### src/rtl/led_pixel_engine.sv
// Per-pixel colour engine: colour mode -> animation fade -> master dimmer,
// one channel at a time, with the pixel config snapshotted on request accept.
module led_pixel_engine #(
    parameter int NUM_CH     = 3,
    parameter int CW         = 8,
    parameter int IDX_W      = 8,
    parameter int NUM_LEDS   = 50,
    parameter int PROX_SHIFT = 2
) (
    input  logic                 clk,
    input  logic                 rst_n,
    input  logic [1:0]           mode,
    input  logic [2:0]           colmode,
    input  logic [IDX_W-1:0]     blocksize,
    input  logic [NUM_CH*CW-1:0] usera,
    input  logic [NUM_CH*CW-1:0] userb,
    input  logic [CW-1:0]        masterfader,
    input  logic [7:0]           animcount,
    input  logic [7:0]           stepclock,
    input  logic                 req_valid,
    output logic                 req_ready,
    input  logic [IDX_W-1:0]     req_index,
    output logic                 pix_valid,
    input  logic                 pix_ready,
    output logic [NUM_CH*CW-1:0] pix_data,
    output logic                 busy
);

    localparam int PW2 = 2 * CW;
    localparam int TW  = (2 * IDX_W + 1 > CW) ? 2 * IDX_W + 1 : CW;
    localparam logic [CW-1:0] M   = {CW{1'b1}};
    localparam logic [31:0]   THR = 32'(1) << (CW + PROX_SHIFT);

    typedef enum logic [2:0] {
        S_IDLE, S_PREP, S_PROX, S_COL, S_FADE, S_DIM, S_OUT
    } state_t;

    state_t state_q, state_d;
    logic [1:0] ch_q, ch_d;
    logic       req_ready_q, req_ready_d;
    logic       pix_valid_q, pix_valid_d;

    // snapshot of the request and its config
    logic [IDX_W-1:0]            idx_q, idx_d;
    logic [1:0]                  mode_q, mode_d;
    logic [2:0]                  colmode_q, colmode_d;
    logic [IDX_W-1:0]            bs_q, bs_d;
    logic [NUM_CH-1:0][CW-1:0]   ua_q, ua_d;
    logic [NUM_CH-1:0][CW-1:0]   ub_q, ub_d;
    logic [CW-1:0]               mf_q, mf_d;
    logic [7:0]                  ac_q, ac_d;
    logic [7:0]                  sc_q, sc_d;

    // per-pixel intermediates
    logic [CW-1:0]               t_q, t_d;
    logic [15:0]                 dist_q, dist_d;
    logic [1:0]                  ci_q, ci_d;
    logic [CW-1:0]               prox_q, prox_d;
    logic [CW-1:0]               c_q, c_d;
    logic [NUM_CH-1:0][CW-1:0]   pix_q, pix_d;

    // combinational helpers
    logic [TW-1:0]  t_sum;
    logic [15:0]    f16, p16, dist_w, dsh;
    logic [1:0]     ci_w;
    logic [CW-1:0]  prox_w;
    logic [PW2-1:0] grad_sum;
    logic [CW-1:0]  col_w, fade_w;
    logic [3:0]     step_mask;
    logic [CW-1:0]  mul_b, mul_res;
    logic [PW2-1:0] mul_p;

    assign req_ready = req_ready_q;
    assign pix_valid = pix_valid_q;
    assign pix_data  = pix_q;
    assign busy      = (state_q != S_IDLE);

    // PREP/PROX arithmetic: gradient position, fade distance, step colour index, proximity
    always_comb begin
        t_sum  = TW'(idx_q) * TW'(bs_q) + ((colmode_q == 3'd3) ? TW'(ac_q) : TW'(idx_q));
        f16    = 16'(32'(ac_q) * (NUM_LEDS + 5));
        p16    = 16'(32'(idx_q) << 8);
        dist_w = (f16 >= p16) ? f16 - p16 : p16 - f16;
        // only the low two bits of the sum matter, so idx wraps mod 4 with stepclock
        ci_w   = 2'(sc_q + {6'b0, idx_q[1:0]});
        dsh    = dist_q >> PROX_SHIFT;
        prox_w = '0;
        if (32'(dist_q) < THR && dsh <= 16'(M))
            prox_w = M - CW'(dsh);
    end

    // channel colour, shared FADE/DIM multiplier and fade selection
    always_comb begin
        grad_sum = PW2'(ua_q[ch_q]) * PW2'(t_q) + PW2'(ub_q[ch_q]) * PW2'(M - t_q);
        case (ci_q)
            2'd0:    step_mask = 4'b0001;
            2'd1:    step_mask = 4'b0010;
            2'd2:    step_mask = 4'b0100;
            default: step_mask = 4'b0011;
        endcase
        case (colmode_q)
            3'd0:       col_w = ua_q[ch_q];
            3'd1:       col_w = ub_q[ch_q];
            3'd2, 3'd3: col_w = CW'(grad_sum >> CW);
            3'd4:       col_w = step_mask[ch_q] ? M : '0;
            default:    col_w = '0;
        endcase
        mul_b = mf_q;
        if (state_q == S_FADE)
            mul_b = (mode_q == 2'd2) ? M - prox_q : prox_q;
        mul_p   = PW2'(c_q) * PW2'(mul_b);
        mul_res = CW'(mul_p >> CW);
        case (mode_q)
            2'd0:       fade_w = c_q;
            2'd1, 2'd2: fade_w = mul_res;
            default:    fade_w = '0;
        endcase
    end

    // FSM next state plus registered handshake outputs
    always_comb begin
        state_d = state_q;
        ch_d    = ch_q;
        case (state_q)
            S_IDLE: if (req_valid && req_ready_q) state_d = S_PREP;
            S_PREP: state_d = S_PROX;
            S_PROX: begin
                state_d = S_COL;
                ch_d    = '0;
            end
            S_COL:  state_d = S_FADE;
            S_FADE: state_d = S_DIM;
            S_DIM: begin
                if (ch_q == 2'(NUM_CH - 1)) begin
                    state_d = S_OUT;
                end else begin
                    state_d = S_COL;
                    ch_d    = ch_q + 2'd1;
                end
            end
            S_OUT:   if (pix_ready) state_d = S_IDLE;
            default: state_d = S_IDLE;
        endcase
        req_ready_d = (state_d == S_IDLE);
        pix_valid_d = (state_d == S_OUT);
    end

    // datapath register updates per state
    always_comb begin
        idx_d     = idx_q;
        mode_d    = mode_q;
        colmode_d = colmode_q;
        bs_d      = bs_q;
        ua_d      = ua_q;
        ub_d      = ub_q;
        mf_d      = mf_q;
        ac_d      = ac_q;
        sc_d      = sc_q;
        t_d       = t_q;
        dist_d    = dist_q;
        ci_d      = ci_q;
        prox_d    = prox_q;
        c_d       = c_q;
        pix_d     = pix_q;
        case (state_q)
            S_IDLE: begin
                if (req_valid && req_ready_q) begin
                    idx_d     = req_index;
                    mode_d    = mode;
                    colmode_d = colmode;
                    bs_d      = blocksize;
                    ua_d      = usera;
                    ub_d      = userb;
                    mf_d      = masterfader;
                    ac_d      = animcount;
                    sc_d      = stepclock;
                end
            end
            S_PREP: begin
                t_d    = CW'(t_sum);
                dist_d = dist_w;
                ci_d   = ci_w;
            end
            S_PROX:  prox_d = prox_w;
            S_COL:   c_d = col_w;
            S_FADE:  c_d = fade_w;
            S_DIM:   pix_d[ch_q] = mul_res;
            default: ;
        endcase
    end

    // state register; async reset aborts any pixel in flight
    always_ff @(posedge clk or negedge rst_n) begin
        if (!rst_n) begin
            state_q     <= S_IDLE;
            ch_q        <= '0;
            req_ready_q <= 1'b0;
            pix_valid_q <= 1'b0;
            idx_q       <= '0;
            mode_q      <= '0;
            colmode_q   <= '0;
            bs_q        <= '0;
            ua_q        <= '0;
            ub_q        <= '0;
            mf_q        <= '0;
            ac_q        <= '0;
            sc_q        <= '0;
            t_q         <= '0;
            dist_q      <= '0;
            ci_q        <= '0;
            prox_q      <= '0;
            c_q         <= '0;
            pix_q       <= '0;
        end else begin
            state_q     <= state_d;
            ch_q        <= ch_d;
            req_ready_q <= req_ready_d;
            pix_valid_q <= pix_valid_d;
            idx_q       <= idx_d;
            mode_q      <= mode_d;
            colmode_q   <= colmode_d;
            bs_q        <= bs_d;
            ua_q        <= ua_d;
            ub_q        <= ub_d;
            mf_q        <= mf_d;
            ac_q        <= ac_d;
            sc_q        <= sc_d;
            t_q         <= t_d;
            dist_q      <= dist_d;
            ci_q        <= ci_d;
            prox_q      <= prox_d;
            c_q         <= c_d;
            pix_q       <= pix_d;
        end
    end

endmodule
### config.mk
export PLATFORM = sky130hd
export DESIGN_NAME = led_pixel_engine
export DESIGN_NICKNAME = d
export VERILOG_FILES = /design/src/rtl/led_pixel_engine.sv
export SDC_FILE = /design/constraint.sdc
export NUM_CORES = 1
export LEC_CHECK = 0
export CORE_UTILIZATION = 55
export DETAILED_ROUTE_END_ITERATION = 10
export PLACE_DENSITY = 0.9
export SYNTH_ARGS = -nofsm -noshare
export SYNTH_HDL_FRONTEND = slang
export SYNTH_SLANG_ARGS = --single-unit
export TNS_END_PERCENT = 30
### constraint.sdc
create_clock -name clk -period 6.6 [get_ports clk]
set_clock_uncertainty 0.2 [all_clocks]
set_input_delay 1.32 -clock clk [delete_from_list [all_inputs] [get_ports clk]]
set_output_delay 1.32 -clock clk [all_outputs]
set_load 0.1 [all_outputs]
==> results of run 1 <==
## layer usage
layer / part of all wire (%) / track usage (%)
met5: 0.12 / 0
met3: 11 / 9.207
met1: 33 / 35.34
met4: 8.3 / 22.71
met2: 47 / 52.76
## cell families (layout without fill, tap and decap cells)
group,after synthesis,in the layout,synth area share (%)
AOI/OAI and AO/OA,219,219,8.589
xor gates and xnor gates,69,69,3.889
adders and majority gates,326,326,33.75
buffers and inverters,332,509,8.120
DFF,158,158,25.13
muxes,101,101,7.070
and+or+nand+nor,455,455,13.45
## path summary, 6_finish.rpt
check / end / slack, ps / cells after the start
min in group asynchronous: ua_q[15] / 720 / 1
worst max register to register: c_q[4] / -380 / 27
worst max-delay path: c_q[4] / -380 / 27
max in group asynchronous: ch_q[1] / 3960 / 2
worst min-delay path: prox_q[5] / 260 / 1
worst min register to register: prox_q[5] / 260 / 1
## metrics by stage
| step | hold slack (ps) | setup TNS (ps) | cells |
|---|---|---|---|
| finish | 259.7 | -1826 | 2215 |
| global route | 272.8 | -3227 | 2215 |
| CTS | 259.1 | -7.521 | 2208 |
| detailed placement | 250.4 | -1906 | 2161 |
| global placement | 247.5 | -683.9 | 2161 |
| floorplan | 234.7 | 0 | 1660 |
## state kept, by name (all words and copies together), names as in the netlist, 3 cells and up
register	cells
ub_q	24
idx_q	8
c_q	8
pix_data	24
bs_q	8
dist_q	14
prox_q	8
state_q	3
mf_q	8
ua_q	24
ac_q	8
t_q	8
colmode_q	3
## cell type report
| cell class | count | area (um2) | share of cell area [%] |
|---|---|---|---|
| Inverter | 276 | 1039 | 5.509 |
| Tap cell | 378 | 473.0 | 2.509 |
| Sequential cell | 158 | 3956 | 20.99 |
| Clock inverter | 14 | 150.1 | 0.7965 |
| Clock buffer | 18 | 429.2 | 2.277 |
| Multi-Input combinational cell | 1170 | 10890 | 57.78 |
| Timing Repair Buffer | 201 | 1912 | 10.14 |
## cells in the final DEF, fill, tap and decap left out, drive strengths merged, types with 81 or more instances in the layout
cell type	instances
o21ai	81
fa	164
nor2	101
inv	282
dfrtp	158
nand2	192
clkdlybuf4s50	116
ha	162
buf	85
## what timing repair did
item,in CTS,in global routing
setup endpoints to repair,8,19
pin swaps,36,43
resized for setup,58,63
setup buffers,15,7
==> flow_summary.ini, run 1 <==
[placement]
place_ws_ps = -394.6
io_buffers = 117
dpl_cell_area_mm2 = 0.01763
routabilityCongestion = 0.9547
dp.final_hpwl_um = 29300

[synthesis]
ys_seq_area_share_pct = 25.13
synth.most_common_cell = inv_1
synth.distinct_cells = 58
postSynthCellCount = 1660
synth_flop_cell = dfrtp_1
synthesis.nets = 2083
yosys_warnings = 0
netlist_area_mm2 = 0.01573
yosysTopAreaCellShare_pct = 25.13
synth_common_cells = 276 x inv_1, 192 x nand2_1, 164 x fa_1
synth_edf_count = 0
ys_ff_latch = 158
synthTopCellsByArea = dfrtp_1 25%, fa_1 21%, ha_1 13%, inv_1 6.6%, mux2_2 5.5%
avgSynthCellArea_um2 = 9.477
async_flop_share_pct = 100.0
yosys.area.top_type = dfrtp_1

[global_routing]
grt_pass1_vias = 13871
grt_max_degree = 93
track_usage_pct = 31.92
antenna_found_initial = 1
grt_pass1_wl_um = 70800
overflow = 0

[detailed_routing]
drtPass1Iterations = 6
drc = 0
wirelength_um = 48120
wl_per_cell_um = 21.73
ant_nets = 0
routed_via_density = 6.070
vias = 13444
initialDrtViolationCount = 1620

[final_layout]
n_antenna_cell = 0
final_layout_size_suffix_gt1_share_pct = 16.39
area_growth_pct = 19.81
post-route-util_pct = 67.48
stdcell_area_mm2 = 0.01885
fillers = 1829
nets = 2247

[critical_path]
cpMaxStageDelayCell = fa_1
crit_start = ch_q[1]
critPathTopFamily = adder cells
r2r-start = ch_q[1]
startpoint_type = register
worstSetupPathType = register to register
crit_path_max_fanout = 10
slowest_delay_ps = 550
end_kind = register
cp.required_ps = 6740
cpMostUsedCell = fa_1
crit_buf_inv = 9
crit_arrival_ps = 7120

[outcome]
status = finished with violations
failed_checks = setup timing

[sta]
fin_crit_ps = 6981
hold_viol = 0
tightest_slew_ps = 1188
setup_ws_ps = -380.7
setup_violations = 7
slew_headroom_pct = 20.61
fmax_ghz = 0.1433
post-route-period-util_pct = 105.8
rsz0062_at_grt = true
maxSlewViolCount = 0

[floorplanning]
core_area_mm2 = 0.02793
rows = 61
start_util_pct = 56.32
die_x_um = 171.1
die-height_um = 171.1
dieArea_mm2 = 0.02929
ios = 124

[clocking]
htreeDepth = 4
cts_max_path_buffers = 2
cts_tree = yes
clock-root-buffer = clkbuf_16
insertion_delay_ps = 460
clock_sinks = 158
ctsHoldBuffers = 0
numCtsBuffers = 17
clk_pin_slew_ps = 70

[run]
drv_cap = 0

[worst_hold_path]
hp-class = register to register
hp-start = dist_q[7]
Power of run 1 is not shown: default switching activity piles up to over one toggle a cycle in this logic, so the estimate is an artifact.
==> run 2, diff against run 1 <==
REMOVE_ABC_BUFFERS = 1   (was default)
==> flow_summary.ini, run 2 (same netlist as run 1, synthesis figures left out) <==
[sta]
tightest_slew_ps = 1223
slew_headroom_pct = 18.29
tns_ps = -5031
setup_violations = 8
hold_viol = 0
post-route-period-util_pct = 112.2
maxSlewViolCount = 0
fmax_ghz = 0.1350
fin_crit_ps = 7405
rsz0062_at_grt = true
setup_ws_ps = -804.7

[floorplanning]
core_area_mm2 = 0.02793
die_x_um = 171.1
dieArea_mm2 = 0.02929
rows = 61
start_util_pct = 56.32
ios = 124
die-height_um = 171.1

[critical_path]
crit_arrival_ps = 7540
startpoint_type = register
worstSetupPathType = register to register
crit_path_max_fanout = 8
reg2reg_slack_ps = -800
cp.required_ps = 6740
end_kind = register

[placement]
io_buffers = 117
dpl_cell_area_mm2 = 0.01759
place_ws_ps = -545.7
routabilityCongestion = 0.9412
dp.final_hpwl_um = 28220
dp.cells = 2158

[final_layout]
instances_no_fill = 2232
stdcell_area_mm2 = 0.01891
final_layout_size_suffix_gt1_share_pct = 16.59
fillers = 1845
area_growth_pct = 20.22
final_common_cell = inv_1
nets = 2260
layout_common_cells = 261 x inv_1, 192 x nand2_1, 156 x ha_1, 155 x dfrtp_1, 153 x fa_1

[clocking]
htreeDepth = 4
clk_pin_slew_ps = 80
cts_max_path_buffers = 2
clock_sinks = 158
numCtsBuffers = 17
insertion_delay_ps = 460
clock-root-buffer = clkbuf_16
ctsHoldBuffers = 0
cts_tree = yes

[detailed_routing]
ant_nets = 0
routed_via_density = 6.121
vias = 13662
initialDrtViolationCount = 1899
drtPass1Iterations = 11
wl_per_cell_um = 22.28
wirelength_um = 49740
drc = 31

[outcome]
status = finished with violations
failed_checks = DRC, setup timing

[global_routing]
grt_pass1_wl_um = 70570
antenna_found_initial = 6
overflow = 0
track_usage_pct = 31.67
grt_max_degree = 122
grt_pass1_vias = 13932

[worst_hold_path]
hp-class = register to register

[run]
drv_cap = 0
[run 2: cell count changes in the layout (fill, tap and decap cells not counted), moves of 4 or more]
cell,before,now
buf_4,64,83
diode_2,0,4
ha_1,151,156
mux2i_2,4,0
[run 2: cell type report]
| class | count | area, um2 | share of cell area [%] |
|---|---|---|---|
| Antenna cell | 4 | 10.01 | 0.05292 |
| Clock buffer | 17 | 425.4 | 2.249 |
| Clock inverter | 15 | 165.2 | 0.8732 |
| Inverter | 276 | 1040 | 5.497 |
| Multi-Input combinational cell | 1170 | 10880 | 57.51 |
| Sequential cell | 158 | 3958 | 20.92 |
| Tap cell | 378 | 473.0 | 2.500 |
| Timing Repair Buffer | 214 | 1966 | 10.39 |
[run 2: path summary, 6_finish.rpt]
check | start | endpoint | cells after the start
worst max register to register | ch_q[1] | c_q[4] | 27
worst min-delay path | dist_q[9] | prox_q[7] | 1
max in group asynchronous | rst_n | ch_q[1] | 2
worst max-delay path | ch_q[1] | c_q[4] | 27
worst min register to register | dist_q[9] | prox_q[7] | 1
min in group asynchronous | rst_n | ua_q[22] | 1
[run 2: worst max-delay path: stages, from the launching register on]
cell and delay (ps):
dfrtp_2 570, buf_6 210, buf_4 150, mux2i_1 380, nor2_1 120, a21oi_2 210
buf_4 220, nor2_1 80, ha_1 420, inv_1 130, fa_1 570, inv_1 70
fa_1 560, fa_1 440, fa_1 500, inv_1 60, fa_1 530, inv_1 50
ha_1 230, and3_1 210, a21oi_2 190, o21ai_4 130, buf_4 150, o21a_1 190
or3_1 310, nand3_1 90, o2111ai_1 140, o21a_1 180
[run 2: metrics by stage]
step,hold slack (ps),util [%]
2_1_floorplan,234.7,-
3_3_place_gp,243.5,62.96
3_5_place_dp,249.0,62.96
4_1_cts,252.3,66.51
5_1_grt,288.7,67.67
6_report,256.5,67.71
[run 2: routing by layer]
layer,vias up,track usage [%],wire (um)
li1,5640,-,-
met1,6427,35.71,16300
met2,1112,52.46,22690
met3,481,8.142,6202
met4,2,22.24,4546
met5,-,0.1739,9
[run 2: what timing repair did]
action | 4_1_cts | 5_1_grt
resized for setup | 42 | 67
setup buffers | 29 | 9
setup endpoints to repair | 8 | 22
cloned | 0 | 0
pin swaps | 41 | 39
Power of run 2 is left out for the same reason.
